<file path="config.mk">
export PLATFORM = sky130hd
export DESIGN_NAME = tas_pkt_tx
export DESIGN_NICKNAME = d
export VERILOG_FILES = /design/src/rtl/tas_pkg.sv /design/src/rtl/tas_sync_fifo.sv /design/src/rtl/tas_pkt_tx.sv
export SDC_FILE = /design/constraint.sdc
export NUM_CORES = 1
export LEC_CHECK = 0
export BUFFER_PORTS_ARGS = -buffer_cell sky130_fd_sc_hd__clkbuf_2
export CELL_PAD_IN_SITES_DETAIL_PLACEMENT = 0
export CELL_PAD_IN_SITES_GLOBAL_PLACEMENT = 1
export CORE_MARGIN = 1
export CORE_UTILIZATION = 45
export DETAILED_ROUTE_END_ITERATION = 7
export GPL_TIMING_DRIVEN = 0
export PLACE_DENSITY = 0.86
export SLEW_MARGIN = 10
export SYNTH_ARGS = -nofsm -noshare
export SYNTH_HDL_FRONTEND = slang
export SYNTH_SLANG_ARGS = --single-unit
</file>
<file path="constraint.sdc">
create_clock -name clk_50 -period 2.6 [get_ports clk_50]
set_input_delay 0.26 -clock clk_50 [delete_from_list [all_inputs] [get_ports clk_50]]
set_output_delay 0.26 -clock clk_50 [all_outputs]
set_load 0.01 [all_outputs]
</file>
<file path="src/rtl/tas_pkg.sv">
// ----------------------------------------------------------------------------
// tas_pkg
// Shared definitions for the temperature-sample packet transmitter:
//   - tas_tx_state_t      : transmitter FSM state encoding
//   - TAS_HDR_A5/C3       : the two selectable header bytes
//   - TAS_BITS_PER_BYTE   : serial bits per framed byte
//   - TAS_SAMPLES_PER_PKT : samples carried by one packet
//   - tas_hdr_byte()      : maps the header select bit to its header byte
// ----------------------------------------------------------------------------
package tas_pkg;

    typedef enum logic [2:0] {
        TX_IDLE = 3'd0,
        TX_HDR  = 3'd1,
        TX_DATA = 3'd2,
        TX_BGAP = 3'd3,
        TX_PGAP = 3'd4
    } tas_tx_state_t;

    localparam logic [7:0] TAS_HDR_A5 = 8'hA5;
    localparam logic [7:0] TAS_HDR_C3 = 8'hC3;

    localparam int TAS_BITS_PER_BYTE   = 8;
    localparam int TAS_SAMPLES_PER_PKT = 4;

    function automatic logic [7:0] tas_hdr_byte(input logic sel);
        return sel ? TAS_HDR_C3 : TAS_HDR_A5;
    endfunction

endpackage

</file>
<file path="src/rtl/tas_sync_fifo.sv">
// ----------------------------------------------------------------------------
// tas_sync_fifo
// Single-clock show-ahead FIFO: o_rd_data always presents the oldest entry,
// i_rd_en consumes it. Writes when full and reads when empty are ignored.
// Ports:
//   i_clk, i_reset   clock, synchronous active-high reset (flushes contents)
//   i_wr_en/i_wr_data  write request and data
//   i_rd_en          consume the head entry
//   o_rd_data        head entry (valid when !o_empty)
//   o_full, o_empty  occupancy flags
//   o_level          number of stored entries (0..DEPTH)
// DEPTH must be a power of two so the pointers wrap naturally.
// ----------------------------------------------------------------------------
module tas_sync_fifo #(
    parameter int WIDTH = 8,
    parameter int DEPTH = 8
) (
    input  logic                     i_clk,
    input  logic                     i_reset,
    input  logic                     i_wr_en,
    input  logic [WIDTH-1:0]         i_wr_data,
    input  logic                     i_rd_en,
    output logic [WIDTH-1:0]         o_rd_data,
    output logic                     o_full,
    output logic                     o_empty,
    output logic [$clog2(DEPTH):0]   o_level
);

    localparam int AW = $clog2(DEPTH);
    localparam int LW = AW + 1;

    logic [WIDTH-1:0] r_mem [DEPTH];
    logic [AW-1:0]    r_wr_ptr;
    logic [AW-1:0]    r_rd_ptr;
    logic [LW-1:0]    r_level;
    logic             w_wr;
    logic             w_rd;

    assign o_full    = (r_level == LW'(DEPTH));
    assign o_empty   = (r_level == '0);
    assign o_level   = r_level;
    assign o_rd_data = r_mem[r_rd_ptr];

    assign w_wr = i_wr_en && !o_full;
    assign w_rd = i_rd_en && !o_empty;

    // Storage is not reset; only the pointers and level define validity.
    always_ff @(posedge i_clk) begin
        if (w_wr) begin
            r_mem[r_wr_ptr] <= i_wr_data;
        end
    end

    always_ff @(posedge i_clk) begin
        if (i_reset) begin
            r_wr_ptr <= '0;
            r_rd_ptr <= '0;
            r_level  <= '0;
        end else begin
            if (w_wr) begin
                r_wr_ptr <= r_wr_ptr + AW'(1);
            end
            if (w_rd) begin
                r_rd_ptr <= r_rd_ptr + AW'(1);
            end
            case ({w_wr, w_rd})
                2'b10:   r_level <= r_level + LW'(1);
                2'b01:   r_level <= r_level - LW'(1);
                default: r_level <= r_level;
            endcase
        end
    end

endmodule

</file>
<file path="src/rtl/tas_pkt_tx.sv">
// ----------------------------------------------------------------------------
// tas_pkt_tx
// Buffers 8-bit temperature samples and, once four are queued, sends a packet
// of header + 4 samples bit-serially, LSB first. Each byte takes a 9-cycle
// slot: 8 cycles with data_ena=1 followed by one idle cycle (BGAP) that lets
// the receiver close the byte. A packet therefore lasts 45 cycles.
//
// Ports:
//   clk_50       clock, all logic on the rising edge
//   reset        synchronous active-high reset; flushes the FIFO
//   s_valid/s_ready/s_data  sample input; a sample is taken when both
//                valid and ready are high at a rising edge. s_ready is
//                !full && !reset and is the only combinational output.
//   hdr_sel      header select (0: 0xA5, 1: 0xC3), sampled at packet start
//   serial_data  serial bit, LSB first; 0 whenever data_ena is low
//   data_ena     high while serial_data carries a bit
//   busy         high from packet start through the end of any trailing gap
//   pkt_sent     one-cycle pulse during the final idle cycle of a packet
//   pkt_count    wrapping count of completed packets
//   fifo_level   current FIFO occupancy
//
// Build option: define TAS_TX_GAP_EN to insert GAP_CYCLES idle (busy) cycles
// after each packet (PGAP state). Without it, packets run back to back.
// ----------------------------------------------------------------------------
module tas_pkt_tx
    import tas_pkg::*;
#(
    parameter int FIFO_DEPTH = 8,
    parameter int GAP_CYCLES = 4
) (
    input  logic                          clk_50,
    input  logic                          reset,
    input  logic                          s_valid,
    output logic                          s_ready,
    input  logic [7:0]                    s_data,
    input  logic                          hdr_sel,
    output logic                          serial_data,
    output logic                          data_ena,
    output logic                          busy,
    output logic                          pkt_sent,
    output logic [15:0]                   pkt_count,
    output logic [$clog2(FIFO_DEPTH):0]   fifo_level
);

    localparam int         LW        = $clog2(FIFO_DEPTH) + 1;
    localparam logic [2:0] LAST_BIT  = 3'(TAS_BITS_PER_BYTE - 1);
    localparam logic [2:0] LAST_BYTE = 3'(TAS_SAMPLES_PER_PKT);

    tas_tx_state_t r_state;
    tas_tx_state_t w_state_nxt;

    logic [2:0]    r_bit_cnt;
    logic [2:0]    r_byte_cnt;
    logic [7:0]    r_shift;
    logic          r_data_ena;
    logic          r_busy;
    logic          r_pkt_sent;
    logic [15:0]   r_pkt_count;

    logic          w_full;
    logic          w_empty;
    logic          w_push;
    logic          w_pop;
    logic [7:0]    w_fifo_rdata;
    logic [LW-1:0] w_level;

    logic          w_pkt_ready;
    logic          w_last_bit;
    logic          w_last_byte;
    logic          w_gap_done;
    logic          w_start;
    logic          w_load_sample;
    logic [7:0]    w_shift_nxt;
    logic          w_data_ena_nxt;
    logic          w_busy_nxt;
    logic          w_pkt_sent_nxt;

    // ------------------------------------------------------------------
    // Sample FIFO
    // ------------------------------------------------------------------
    assign s_ready = !w_full && !reset;
    assign w_push  = s_valid && s_ready;

    tas_sync_fifo #(
        .WIDTH (8),
        .DEPTH (FIFO_DEPTH)
    ) u_fifo (
        .i_clk     (clk_50),
        .i_reset   (reset),
        .i_wr_en   (w_push),
        .i_wr_data (s_data),
        .i_rd_en   (w_pop),
        .o_rd_data (w_fifo_rdata),
        .o_full    (w_full),
        .o_empty   (w_empty),
        .o_level   (w_level)
    );

    assign w_pkt_ready = (w_level >= LW'(TAS_SAMPLES_PER_PKT));
    assign w_last_bit  = (r_bit_cnt == LAST_BIT);
    assign w_last_byte = (r_byte_cnt == LAST_BYTE);

    // ------------------------------------------------------------------
    // Post-packet gap timer
    // ------------------------------------------------------------------
`ifdef TAS_TX_GAP_EN
    localparam int GW = (GAP_CYCLES > 1) ? $clog2(GAP_CYCLES) : 1;

    logic [GW-1:0] r_gap_cnt;

    always_ff @(posedge clk_50) begin
        if (reset) begin
            r_gap_cnt <= '0;
        end else if (r_state == TX_PGAP) begin
            r_gap_cnt <= r_gap_cnt + GW'(1);
        end else begin
            r_gap_cnt <= '0;
        end
    end

    assign w_gap_done = (r_gap_cnt == GW'(GAP_CYCLES - 1));
`else
    // PGAP is unreachable in this build.
    assign w_gap_done = 1'b1;
`endif

    // ------------------------------------------------------------------
    // FSM: state register
    // ------------------------------------------------------------------
    always_ff @(posedge clk_50) begin
        if (reset) begin
            r_state <= TX_IDLE;
        end else begin
            r_state <= w_state_nxt;
        end
    end

    // ------------------------------------------------------------------
    // FSM: next state
    // ------------------------------------------------------------------
    always_comb begin
        w_state_nxt = r_state;
        case (r_state)
            TX_IDLE: begin
                if (w_pkt_ready) begin
                    w_state_nxt = TX_HDR;
                end
            end
            TX_HDR, TX_DATA: begin
                if (w_last_bit) begin
                    w_state_nxt = TX_BGAP;
                end
            end
            TX_BGAP: begin
                if (!w_last_byte) begin
                    w_state_nxt = TX_DATA;
                end else begin
`ifdef TAS_TX_GAP_EN
                    w_state_nxt = TX_PGAP;
`else
                    w_state_nxt = w_pkt_ready ? TX_HDR : TX_IDLE;
`endif
                end
            end
            TX_PGAP: begin
                if (w_gap_done) begin
                    w_state_nxt = w_pkt_ready ? TX_HDR : TX_IDLE;
                end
            end
            default: w_state_nxt = TX_IDLE;
        endcase
    end

    // ------------------------------------------------------------------
    // FSM: outputs. Next values of the registered outputs are decoded from
    // the next state so every output is a flop with no extra latency.
    // ------------------------------------------------------------------
    always_comb begin
        w_start       = (w_state_nxt == TX_HDR) && (r_state != TX_HDR);
        w_load_sample = (r_state == TX_BGAP) && (w_state_nxt == TX_DATA);

        // The header select is captured only here, at packet start.
        // Shifting in zeros leaves the register clear for BGAP/IDLE/PGAP,
        // which keeps serial_data low whenever data_ena is low.
        w_shift_nxt = r_shift;
        if (w_start) begin
            w_shift_nxt = tas_hdr_byte(hdr_sel);
        end else if (w_load_sample) begin
            w_shift_nxt = w_fifo_rdata;
        end else if ((r_state == TX_HDR) || (r_state == TX_DATA)) begin
            w_shift_nxt = {1'b0, r_shift[7:1]};
        end

        w_data_ena_nxt = (w_state_nxt == TX_HDR) || (w_state_nxt == TX_DATA);
        w_busy_nxt     = (w_state_nxt != TX_IDLE);
        w_pkt_sent_nxt = (r_state == TX_DATA) && w_last_bit && w_last_byte;

        // The head sample was copied into the shift register on entry to
        // DATA; it is consumed while its bit 0 is on the line.
        w_pop = (r_state == TX_DATA) && (r_bit_cnt == 3'd0) && !w_empty;
    end

    // ------------------------------------------------------------------
    // Datapath and output registers
    // ------------------------------------------------------------------
    always_ff @(posedge clk_50) begin
        if (reset) begin
            r_bit_cnt   <= '0;
            r_byte_cnt  <= '0;
            r_shift     <= '0;
            r_data_ena  <= 1'b0;
            r_busy      <= 1'b0;
            r_pkt_sent  <= 1'b0;
            r_pkt_count <= '0;
        end else begin
            r_shift    <= w_shift_nxt;
            r_data_ena <= w_data_ena_nxt;
            r_busy     <= w_busy_nxt;
            r_pkt_sent <= w_pkt_sent_nxt;

            if ((r_state == TX_HDR) || (r_state == TX_DATA)) begin
                r_bit_cnt <= r_bit_cnt + 3'd1;
            end else begin
                r_bit_cnt <= '0;
            end

            if (w_start) begin
                r_byte_cnt <= '0;
            end else if (w_load_sample) begin
                r_byte_cnt <= r_byte_cnt + 3'd1;
            end

            if (w_pkt_sent_nxt) begin
                r_pkt_count <= r_pkt_count + 16'd1;
            end
        end
    end

    assign serial_data = r_shift[0];
    assign data_ena    = r_data_ena;
    assign busy        = r_busy;
    assign pkt_sent    = r_pkt_sent;
    assign pkt_count   = r_pkt_count;
    assign fifo_level  = w_level;

endmodule
</file>
==> flow_summary_export.csv <==
group,metric,value,unit
critical_path,cp-start-kind,"flip-flop",
synth,netlist_instances,382,
synth,synth_area_leaders,"edfxtp_1, dfxtp_1, mux4_2",
synth,synth_edf_count,64,
synth,synth_cell_types,55,
power,pwr-share-seq,0.436,
worst_hold_path,worstHoldEndpoint,"u_fifo.r_mem[2][0]$_DFFE_PP_",
critical_path,crit_type,"flip-flop to flip-flop",
synth,synth_top_area_cell,"edfxtp_1",
detailed_routing,drc,0,
sta,min_period,2.54,ns
critical_path,reg2regPathDepth,12,
floorplanning,num_io_pins,37,
power,powerDensity,746,nW/µm²
synth,synth_area_per_cell,12.7,µm²
synth,synthFlopType,"edfxtp_1",
cts,root_buffer,"clkbuf_8",
critical_path,arrival,2.96,ns
power,irDropWorstVdd,0.00102,V
cts,cts_tree,"done",
power,power_frac_clock,0.541,
sta,finalCritPeriodShare,0.976,
floorplanning,start_util,0.468,
power,switchingPower,0.965,mW
floorplanning,die_h,106,µm
worst_hold_path,min_path_cells,1,
power,combPwrFrac,0.023,
detailed_routing,vias,3172,
synth,syn_nets,405,
sta,hold_viol_final,0,
synth,ys_warn_count,0,
critical_path,critPathRequiredTime,3.03,ns
critical_path,rr_endpoint,"u_fifo.o_level[2]$_SDFFE_PP0P_",
power,p_sw_frac,0.220,
cts,clk_pin_slew,0.06,ns
cells_and_area,diodes,0,
cells_and_area,drive_gt1_frac,0.257,
worst_hold_path,hp-class,"input pin to flip-flop",
worst_hold_path,worstHoldStart,"s_data[0]",
power,p_int,3.43,mW
cells_and_area,postLayoutCoreUtil,0.566,
grt,grt_overflow,0,
placed_design,detailed_place_hpwl,6630,µm
cts,clk_latency,0.51,ns
placed_design,gp_congestion,0.799,
grt,grt_busiest_layer,"met2",
cells_and_area,syn2layout_area_growth,21.0,%
power,p_leak,2.10,nW
cts,ctsLongestPathBuffers,2,
detailed_routing,final_antenna_net_count,0,
critical_path,crit_fanout,9,
sta,worstMarginPinSlew,0.900,ns
synth,ys_async_sr_fraction,0,
sta,hold_ws,0.0222,ns
grt,grt_use_met3,0.0632,
floorplanning,rows,37,
critical_path,crit_path_end_kind,"flip-flop",
status,status,"complete, no violations",
critical_path,crit_path_start,"u_fifo.o_level[2]$_SDFFE_PP0P_",
detailed_routing,drt_iter0_drc,133,
grt,grt_pass1_vias,3213,
grt,grt_max_degree,17,
grt,grt_util_met2,0.327,
cts,cts-buffers-inserted,17,
detailed_routing,viasPerCell,5.40,
synth,ys_seq_elements,113,
placed_design,numPortBuffers,36,
cells_and_area,instances_no_fill,587,
grt,antenna_found_initial,0,
floorplanning,core_area,10400,µm²
sta,setup_viol,0,
sta,maxSlewHeadroom,0.398,
sta,fmax,0.394,GHz
grt,grt_pass1_wl,16100,µm
critical_path,r2r_slack,0.06,ns
grt,gr-usage-met1,0.229,
synth,yosys-top-cells-count,"edfxtp_1, dfxtp_1, nor2_1",
synth,synth_top_area_share,0.395,
sta,rsz0062_at_grt,"true",
critical_path,r2r-start,"u_fifo.o_level[2]$_SDFFE_PP0P_",
cells_and_area,fin_area,5890,µm²
synth,ys_seq_area_frac,0.596,
flow_run,cap_viol_max_count,0,
detailed_routing,totalWireLength,9940,µm
floorplanning,die-width,106,µm
power,total_power,4.39,mW
placed_design,dp_cells,554,
synth,synth_area,4870,µm²
cts,cts.sinks,113,
detailed_routing,drt-wirelength-per-cell,16.9,µm
sta,skew,0.00834,ns
sta,final_max_slew_viol_count,0,
cts,h-tree-depth,4,
grt,grtUsageTotal,0.191,
placed_design,place_area,5230,µm²
detailed_routing,first_pass_iters,5,
synth,synth_most_common_cell,"edfxtp_1",
floorplanning,dieArea,11200,µm²
cells_and_area,nNetsFinal,461,
[cells in the final DEF, fill, tap and decap left out, types with 3 or more instances in the layout]
master      n
bufinv_16   3
edfxtp_1   64
dfxtp_1    44
a21oi_1    19
nor4_1      4
mux4_2     16
buf_1       5
or3_1       7
nand4_1     3
a211oi_1    4
clkbuf_16  16
xnor2_1    10
xor2_1      4
nor2_1     31
or2_2       5
clkbuf_1    7
inv_1      14
clkinv_4    4
ha_1       10
buf_6       3
o21ai_0     8
buf_4       3
or4_1       3
buf_2       3
nor3_1     15
nand3_1     6
dfxtp_2     4
nand2b_1    9
mux2i_1     8
inv_6       5
and2_1      4
nand2_1    19
clkbuf_2   36
nor2b_1     3
mux2_2      4
[sequential cells by signal (all words and copies together) (netlist names), named ones only]
name / cells
pkt_count: 16
r_byte_cnt: 3
busy: 1
r_bit_cnt: 3
r_state: 3
u_fifo.o_level: 4
u_fifo.r_wr_ptr: 3
pkt_sent: 1
u_fifo.r_rd_ptr: 3
r_shift: 8
data_ena: 1
u_fifo.r_mem: 64
[kinds of logic (layout without fill, tap and decap cells)]
| family | after synthesis | count (layout) | synth area share |
|---|---|---|---|
| AO/OA/AOI/OAI | 55 | 55 | 0.0781 |
| XOR/XNOR | 14 | 14 | 0.0252 |
| adder cells (fa/ha/maj) | 11 | 11 | 0.0283 |
| buffers and inverters | 35 | 104 | 0.0308 |
| flip-flops | 113 | 113 | 0.596 |
| multiplexers | 30 | 30 | 0.104 |
| other | 1 | 1 | 0.000770 |
| AND/OR/NAND/NOR | 123 | 123 | 0.136 |
[power by group through the flow]
stage	Combinational [mW]	Sequential (mW)	Clock [mW]
4_1_cts	0.0981	1.92	2.41
5_1_grt	0.110	1.92	2.49
3_3_place_gp	0.0927	1.95	0
2_1_floorplan	0.0525	1.95	0
6_report	0.0993	1.92	2.38
3_5_place_dp	0.0966	1.95	0
[worst max-delay path, stage by stage (launching register included)]
cell,delay (ns)
dfxtp_2,0.33
buf_6,0.12
nor4_1,0.05
or4_1,0.51
buf_4,0.18
inv_2,0.08
ha_4,0.16
xor2_1,0.15
ha_1,0.15
a21oi_1,0.05
xor2_1,0.16
or3_1,0.35
a21oi_2,0.16
[cell type report]
cell class,count,area (µm²)
tap,136,170
timing repair buffer,37,188
sequential,113,2910
buffer,20,109
clock inverter,15,195
inverter,15,56.3
clock buffer,17,414
multi-input combinational,234,1850
fill,832,4520
[routing by layer]
layer | vias up | part of all wire
met2 | 64 | 0.49
met3 | 7 | 0.042
met5 | - | 0
li1 | 1546 | -
met4 | 0 | 0.0096
met1 | 1555 | 0.45
[timing repair]
action	CTS	global route
endpoints found under the hold margin	0	0
resized for setup	6	12
setup endpoints to repair	1	9
pin swaps	0	1
buffers inserted	0	1
hold buffers	0	0
[worst max path at each step]
stage                                     endpoint  slack, ns  cells after the start
CTS                 u_fifo.o_level[2]$_SDFFE_PP0P_       0.03                     12
global route        u_fifo.o_level[2]$_SDFFE_PP0P_       -0.1                     13
global placement      u_fifo.r_mem[0][1]$_DFFE_PP_      -0.23                      5
floorplan           u_fifo.o_level[2]$_SDFFE_PP0P_       0.11                     12
finish              u_fifo.o_level[2]$_SDFFE_PP0P_       0.06                     12
detailed placement  u_fifo.o_level[2]$_SDFFE_PP0P_      -0.05                     11
[stage by stage]
stage          TNS (ns)  setup slack [ns]
2_1_floorplan         0             0.114
3_3_place_gp      -3.39            -0.230
3_5_place_dp    -0.0537           -0.0537
4_1_cts               0            0.0254
5_1_grt         -0.0954           -0.0954
6_report              0            0.0634
No activity file was read; power rests on OpenSTA's default activity.
